File: config.mk
export PLATFORM = sky130hd
export DESIGN_NAME = solver_host
export DESIGN_NICKNAME = d
export VERILOG_FILES = /design/src/rtl/solver_pkg.sv /design/src/rtl/solver_host_edge_detect.sv /design/src/rtl/solver_host.sv
export SDC_FILE = /design/constraint.sdc
export NUM_CORES = 1
export LEC_CHECK = 0
export CELL_PAD_IN_SITES_DETAIL_PLACEMENT = 0
export CELL_PAD_IN_SITES_GLOBAL_PLACEMENT = 1
export CORE_ASPECT_RATIO = 1.2
export CORE_MARGIN = 4
export CORE_UTILIZATION = 36
export DETAILED_ROUTE_END_ITERATION = 8
export PLACE_DENSITY = 0.93
export SYNTH_ARGS = -nofsm -noshare
export SYNTH_HDL_FRONTEND = slang
export SYNTH_HIERARCHICAL = 1
export SYNTH_SLANG_ARGS = --single-unit
File: constraint.sdc
create_clock -name clk -period 2.95 [get_ports clk]
set_clock_uncertainty 0.2 [all_clocks]
set_input_delay 0.295 -clock clk [delete_from_list [all_inputs] [get_ports clk]]
set_output_delay 0.295 -clock clk [all_outputs]
set_load 0.02 [all_outputs]
File: src/rtl/solver_pkg.sv
// Shared definitions for the solver host: FSM state encoding and default sizing.
package solver_pkg;
   typedef enum logic [1:0] {
      IDLE  = 2'd0,
      START = 2'd1,
      WAIT  = 2'd2,
      OUT   = 2'd3
   } state_t;

   localparam int DEF_W       = 8;
   localparam int DEF_TIMEOUT = 16;
endpackage

File: src/rtl/solver_host_edge_detect.sv
// Rising-edge detector: flags the cycle in which d goes from low to high.
module edge_detect (
   input  logic clk,
   input  logic rst,
   input  logic d,
   output logic rise
);
   logic d_q;

   always_ff @(posedge clk or posedge rst) begin
      if (rst) d_q <= 1'b0;
      else     d_q <= d;
   end

   assign rise = d && !d_q;
endmodule

File: src/rtl/solver_host.sv
// Job host for an external solver: accepts operands, starts the solver, waits
// for completion or timeout, and holds the result until the consumer takes it.
//
// state | meaning
// IDLE  | ready for a job; operands captured on acceptance
// START | one-cycle solver start pulse, wait counter cleared
// WAIT  | waiting for a fresh rising edge of solve_done or timeout
// OUT   | result presented until the consumer accepts it
module solver_host
   import solver_pkg::*;
#(
   parameter int W       = DEF_W,
   parameter int TIMEOUT = DEF_TIMEOUT
) (
   input  logic         clk,
   input  logic         rst,
   input  logic         in_valid,
   output logic         in_ready,
   input  logic [W-1:0] in_x,
   input  logic [W-1:0] in_a,
   input  logic [W-1:0] in_b,
   input  logic [W-1:0] in_c,
   output logic [W-1:0] op_x,
   output logic [W-1:0] op_a,
   output logic [W-1:0] op_b,
   output logic [W-1:0] op_c,
   output logic         solve_start,
   input  logic         solve_done,
   input  logic [W-1:0] solve_result,
   output logic         out_valid,
   input  logic         out_ready,
   output logic [W-1:0] out_data,
   output logic         out_timeout,
   output logic         busy,
   output logic [7:0]   job_count
);
   localparam logic [7:0] TMO_LAST = 8'(TIMEOUT - 1);

   state_t     state_q, state_d;
   logic [7:0] cnt_q;
   logic       done_rise;
   logic       done_evt;
   logic       tmo_hit;

   edge_detect u_edge (
      .clk  (clk),
      .rst  (rst),
      .d    (solve_done),
      .rise (done_rise)
   );

   // A level left high by an earlier job never produces a rise, so only a
   // fresh edge seen while waiting can complete the current job.
   assign done_evt = done_rise && (state_q == WAIT);
   assign tmo_hit  = (state_q == WAIT) && (cnt_q == TMO_LAST);

   always_comb begin
      state_d = state_q;
      case (state_q)
         IDLE:  if (in_valid) state_d = START;
         START: state_d = WAIT;
         WAIT:  if (done_evt || tmo_hit) state_d = OUT;
         OUT:   if (out_ready) state_d = IDLE;
         default: state_d = IDLE;
      endcase
   end

   always_ff @(posedge clk or posedge rst) begin
      if (rst) state_q <= IDLE;
      else     state_q <= state_d;
   end

   always_ff @(posedge clk or posedge rst) begin
      if (rst) begin
         cnt_q <= 8'd0;
      end else if (state_q == START) begin
         cnt_q <= 8'd0;
      end else if (state_q == WAIT) begin
         cnt_q <= cnt_q + 8'd1;
      end
   end

   always_ff @(posedge clk or posedge rst) begin
      if (rst) begin
         op_x <= '0;
         op_a <= '0;
         op_b <= '0;
         op_c <= '0;
      end else if (state_q == IDLE && in_valid) begin
         op_x <= in_x;
         op_a <= in_a;
         op_b <= in_b;
         op_c <= in_c;
      end
   end

   // Completion is checked first so it wins over a coincident timeout.
   always_ff @(posedge clk or posedge rst) begin
      if (rst) begin
         out_data    <= '0;
         out_timeout <= 1'b0;
      end else if (done_evt) begin
         out_data    <= solve_result;
         out_timeout <= 1'b0;
      end else if (tmo_hit) begin
         out_data    <= '0;
         out_timeout <= 1'b1;
      end
   end

   always_ff @(posedge clk or posedge rst) begin
      if (rst)                              job_count <= 8'd0;
      else if (state_q == OUT && out_ready) job_count <= job_count + 8'd1;
   end

   assign in_ready    = (state_q == IDLE);
   assign busy        = (state_q != IDLE);
   assign solve_start = (state_q == START);
   assign out_valid   = (state_q == OUT);
endmodule

## Word level (Yosys, flattened, before mapping)

Index checks and enable logic that the tools add are counted.
W data, S select, Z words.

| storage, ports and cells | value |
|---|---|
| input bits | 45 |
| flip-flop bits (word level) | 60 |
| output and inout port bits | 53 |

| cells by class | value |
|---|---|
| add/sub/neg operators | 2 |
| equality and inequality tests | 7 |
| multiplexer cells | 10 |
| reduce and logical (&&, ||, !) cells | 12 |

Operators with widths:

| operator | count |
|---|---|
| $mux W8 | 4 |
| $add A8 B1 Y8 const B | 2 |
| $eq A8 B4 Y1 const B | 1 |
| $pmux W2 S4 | 1 |
| $mux W2 | 3 |
| $reduce_bool A2 Y1 | 3 |
| $logic_and A1 B1 Y1 | 5 |
| $eq A2 B2 Y1 const B | 2 |
| $ne A2 B1 Y1 const B | 2 |
| $reduce_and A3 Y1 | 1 |
| $eq A2 B1 Y1 const B | 1 |
| $logic_not A2 Y1 | 1 |
| $mux W1 | 2 |
| $ne A2 B2 Y1 const B | 1 |
| $logic_not A1 Y1 | 1 |
| $logic_or A1 B1 Y1 | 1 |

## Longest topological paths before layout

| depth | value |
|---|---|
| depth after elaboration | 6 |
| gate-level depth with buffers | 6 |

## By module

Netlist, hierarchy kept.

Modules (own cells, without submodules):

| module | area each (um2) | cells each | instances |
|---|---|---|---|
| solver_host | 2489.9 | 198 | 1 |
| edge_detect | 42.5 | 3 | 1 |

## Worst setup path before layout

Ideal clock, no wire load.

| path | value |
|---|---|
| path type | reg-to-reg |
| from | register state_q[0] |
| to | register op_a[3] |
| clock period less this slack | 1.847 ns |
| setup time | 0.128 ns |
| setup slack | 1.103 ns |
| cell stages (with the launch flop) | 6 |
| data required time | 2.622 ns |
| arrival time | 1.520 ns |
| cell sequence | dfrtp_1 -> inv_1 -> ha_1 -> nand2_1 -> buf_2 -> mux2_1 |

| between the ends | value |
|---|---|
| cells in the longest elaborated chain, start to end | 2 |

RTL lines:

| what | RTL line | RTL |
|---|---|---|
| start, declared | solver_host.sv:39 | `state_t state_q, state_d;` |
| start signal, assigned | solver_host.sv:70 | `else state_q <= state_d;` |
| $logic_not A2 Y1 | n/a |  |
| via in_ready | solver_host.sv:18 | `output logic in_ready,` |
| $logic_and A1 B1 Y1 | solver_host.sv:89 | `end else if (state_q == IDLE && in_valid) begin` |
| end signal, assigned | solver_host.sv:91 | `op_a <= in_a;` |
| end, declared | solver_host.sv:24 | `output logic [W-1:0] op_a,` |

The timed path passes the listed nets, and every way through them passes these cells.
A chain may end at the register's enable or synchronous reset.

## Worst setup path in the final report

| path | value |
|---|---|
| from | register state_q[1] |
| to | output solve_start |

| between the ends | value |
|---|---|
| cells in the longest elaborated chain, start to end | 1 |

RTL lines:

| what | RTL line | RTL |
|---|---|---|
| $eq A2 B1 Y1 | solver_host.sv:118 | `assign solve_start = (state_q == START);` |
| end, declared | solver_host.sv:27 | `output logic solve_start,` |

Every way passes these cells.

==> results.md <==
- Power after layout: around 0.0041 W
- RSZ-0062 raised after global routing: no
- Setup Buffers After CTS: 0
- Finished Layout Cells: around 400
- CP arrival: roughly 1.9 ns
- Die width: 84.6 um
- Async S/R FF share, synth: 1.00
- Number of fill cells: about 600
- Count leader, synth: dfrtp_1
- Initial Util: 0.369
- Post-synthesis sequential area ratio: 0.593
- # setup viols final: 0
- Post-layout min period: ~2.4 ns
- Cells after synthesis: 201
- Clock Latency Late Sink: between 0.3 and 0.4 ns
- Hpwl dp: around 4.2 mm
- Clk pin slew, worst setup/hold paths: approximately 0.07 ns
- Syn nets: ~250
- Fraction of layout instances using a drive strength above 1: 0.176
- RR Startpoint: state_q[1]$_DFFE_PP0P_
- Hold crit path type: in -> reg
- Synthesis-stage register bit count: 60
- Final ANT Viol Nets: 0
- I/O pin count: 98
- Row count: 33
- Yosys top cell by area: dfrtp_1
- Area grow syn2layout: 51.0%
- Number of antenna diodes: 0
- Max Cap Violations: 0
- Remaining DRCs: 0
- Post-synth EDFFs: 0
- Root buffer cell: clkbuf_8
- YS warnings: 6
- Pin count of the biggest net entering global routing: 33
- Most area-consuming cells after synthesis: dfrtp_1, mux2_2, nand2_1
- Vias in the first global route: 1955
- Post-Route Utilization: 0.558
- TritonCTS clock tree: yes
- Setup slack after layout: 0.565 ns
- GP Congestion: 0.773
- Worst setup EP type: output port
- Critical path required time: around 2.5 ns
- Vias per cell: 4.67
- Initial DRT Pass Iterations: 4
- Final hold vios: 0
- First-pass GRT wire length: just over 9 mm
- Ys flop type: dfrtp_1
- PortBufs: 97
- Setup WS pre-CTS: 0.886 ns
- WL/cell: 14.2 um
- IR drop worst, VDD: roughly 0.57 mV
- DP Cell Count: between 300 and 400
- Critical path peak fanout: 9
- WS Path Type: reg -> out
- Slew @ Worst Pin: 0.635 ns
- Power per cell area: roughly 1100 mW/mm^2
- Fmax: 0.419 GHz
- WL final: 5.66 mm
- Max clock buf depth: 2
- Post-synth top area share: 0.593
- P_leak: 1.67 nW
- Final net count: roughly 360
- Tcrit/Tclk final: 0.808
- Status: complete, no violations
- Via Count: approximately 1900
- Headroom to the max-slew limit: 0.576
- Crit path from: state_q[1]$_DFFE_PP0P_
- Initial DRC Count: 44
- Post-synth top cells: dfrtp_1, nand2_1, mux2_2
- Hold Crit Start: solve_done
- Setup tns final: 0 ns
- Clock Sinks: 60
- CP Launch Type: register
- Num CTS Buffers: 9
- Initial antenna violation count: 0
- Total GRT Usage: 0.140
- Count of cell types in the netlist: 30
- Full die area: ~0.0084 mm^2
- Die Y: 99.9 um
- Fin. max-slew vios: 0
- Average cell area after synthesis: approximately 13 um^2
- Netlist Area Pre-Place: roughly 0.0025 mm^2
- Total gr overflow: 0
- Total area of sequential cells: 0.00150 mm^2
- H-tree depth: 3
- Multi-input gate area: ~970 um^2
- CORE AREA: about 0.0069 mm^2
-- stage by stage --
stage               hold WS (ns)  instance area (um^2)
finish                     0.246                  3820
global route               0.239                  3820
detailed placement         0.273                  3610
global placement           0.266                  3610
CTS                        0.226                  3820
floorplan                 -0.176                  2530
-- worst paths after layout --
path	cells after the start	slack, ns	to
min in group asynchronous	3	0.52	u_edge/d_q$_DFF_PP0_
setup reg to reg	6	0.95	cnt_q[7]$_DFFE_PP0P_
hold reg to reg	1	0.28	job_count[7]$_DFFE_PP0P_
setup / recovery	3	0.57	solve_start
max in group asynchronous	4	1.18	op_a[1]$_DFFE_PP0P_
hold / removal	1	0.25	u_edge/d_q$_DFF_PP0_
-- cell families (layout without fill, tap and decap cells) --
| kind of cell | Yosys count | in the layout | synth area share |
|---|---|---|---|
| muxes | 36 | 36 | 0.161 |
| DFF | 60 | 60 | 0.593 |
| buffers and inverters | 15 | 126 | 0.0252 |
| xor gates and xnor gates | 9 | 9 | 0.0311 |
| and+or+nand+nor | 62 | 62 | 0.124 |
| AOI/OAI and AO/OA | 13 | 13 | 0.0366 |
| adders and majority gates | 6 | 6 | 0.0296 |
-- registers in the layout (all words and copies together), names as in the netlist --
register     flops
cnt_q            8
job_count        8
op_a             8
op_b             8
op_c             8
op_x             8
out_data         8
out_timeout      1
state_q          2
u_edge/d_q       1
-- worst max-delay path, stage by stage, from the launching register on --
cell and delay, ns:
dfrtp_1 0.43, inv_1 0.11, ha_1 0.34, clkdlybuf4s50_1 0.67
-- timing repair --
action                    in CTS  in global routing
hold endpoints to repair       1                  0
hold buffers                   1                  0
gates resized for setup        0                  0
-- layer usage --
| metal | global-route usage | wire [um] | vias up |
|---|---|---|---|
| met5 | 0 | 0 | - |
| met4 | 0.0512 | 93 | 0 |
| met3 | 0.0534 | 430 | 9 |
| met2 | 0.219 | 2670 | 71 |
| met1 | 0.178 | 2470 | 891 |
| li1 | - | - | 892 |
-- cell type report --
type | instances | share of cell area
Timing Repair Buffer | 100 | 0.264
Inverter | 10 | 0.00981
Clock buffer | 10 | 0.0360
Clock inverter | 6 | 0.0167
Tap cell | 87 | 0.0285
Sequential cell | 60 | 0.393
Multi-Input combinational cell | 126 | 0.253
-- report_power, final --
group	total (W)	switching, W	leakage (nW)	internal, W
clock	0.000735	0.000324	0.0983	0.000411
sequential	0.00138	0.000207	0.734	0.00117
combinational	0.00198	0.000953	0.838	0.00103
total	0.00410	0.00148	1.67	0.00261
-- layout by cell type, fill, tap and decap left out --
master / n
nor2_1: 3
dfrtp_1: 60
nor4_1: 1
buf_12: 1
and2b_1: 2
buf_4: 1
inv_2: 1
a221oi_4: 1
and3_2: 2
bufinv_16: 1
clkinv_2: 2
o22ai_1: 1
and2_1: 1
nor3_1: 3
xor2_1: 2
mux2_1: 3
nor2b_4: 1
xnor2_1: 7
o21ai_0: 7
dlygate4sd3_1: 1
nand4b_4: 1
mux2i_1: 2
ha_1: 6
nand2b_1: 1
inv_1: 9
nor2b_1: 2
clkinv_4: 1
mux2_4: 1
nand2_1: 32
a21oi_1: 3
nand4b_1: 1
o32a_1: 1
clkdlybuf4s50_1: 97
nand3_1: 12
clkbuf_8: 10
mux2_2: 30
clkinvlp_4: 2
No activity file was read; power rests on OpenSTA's default activity.
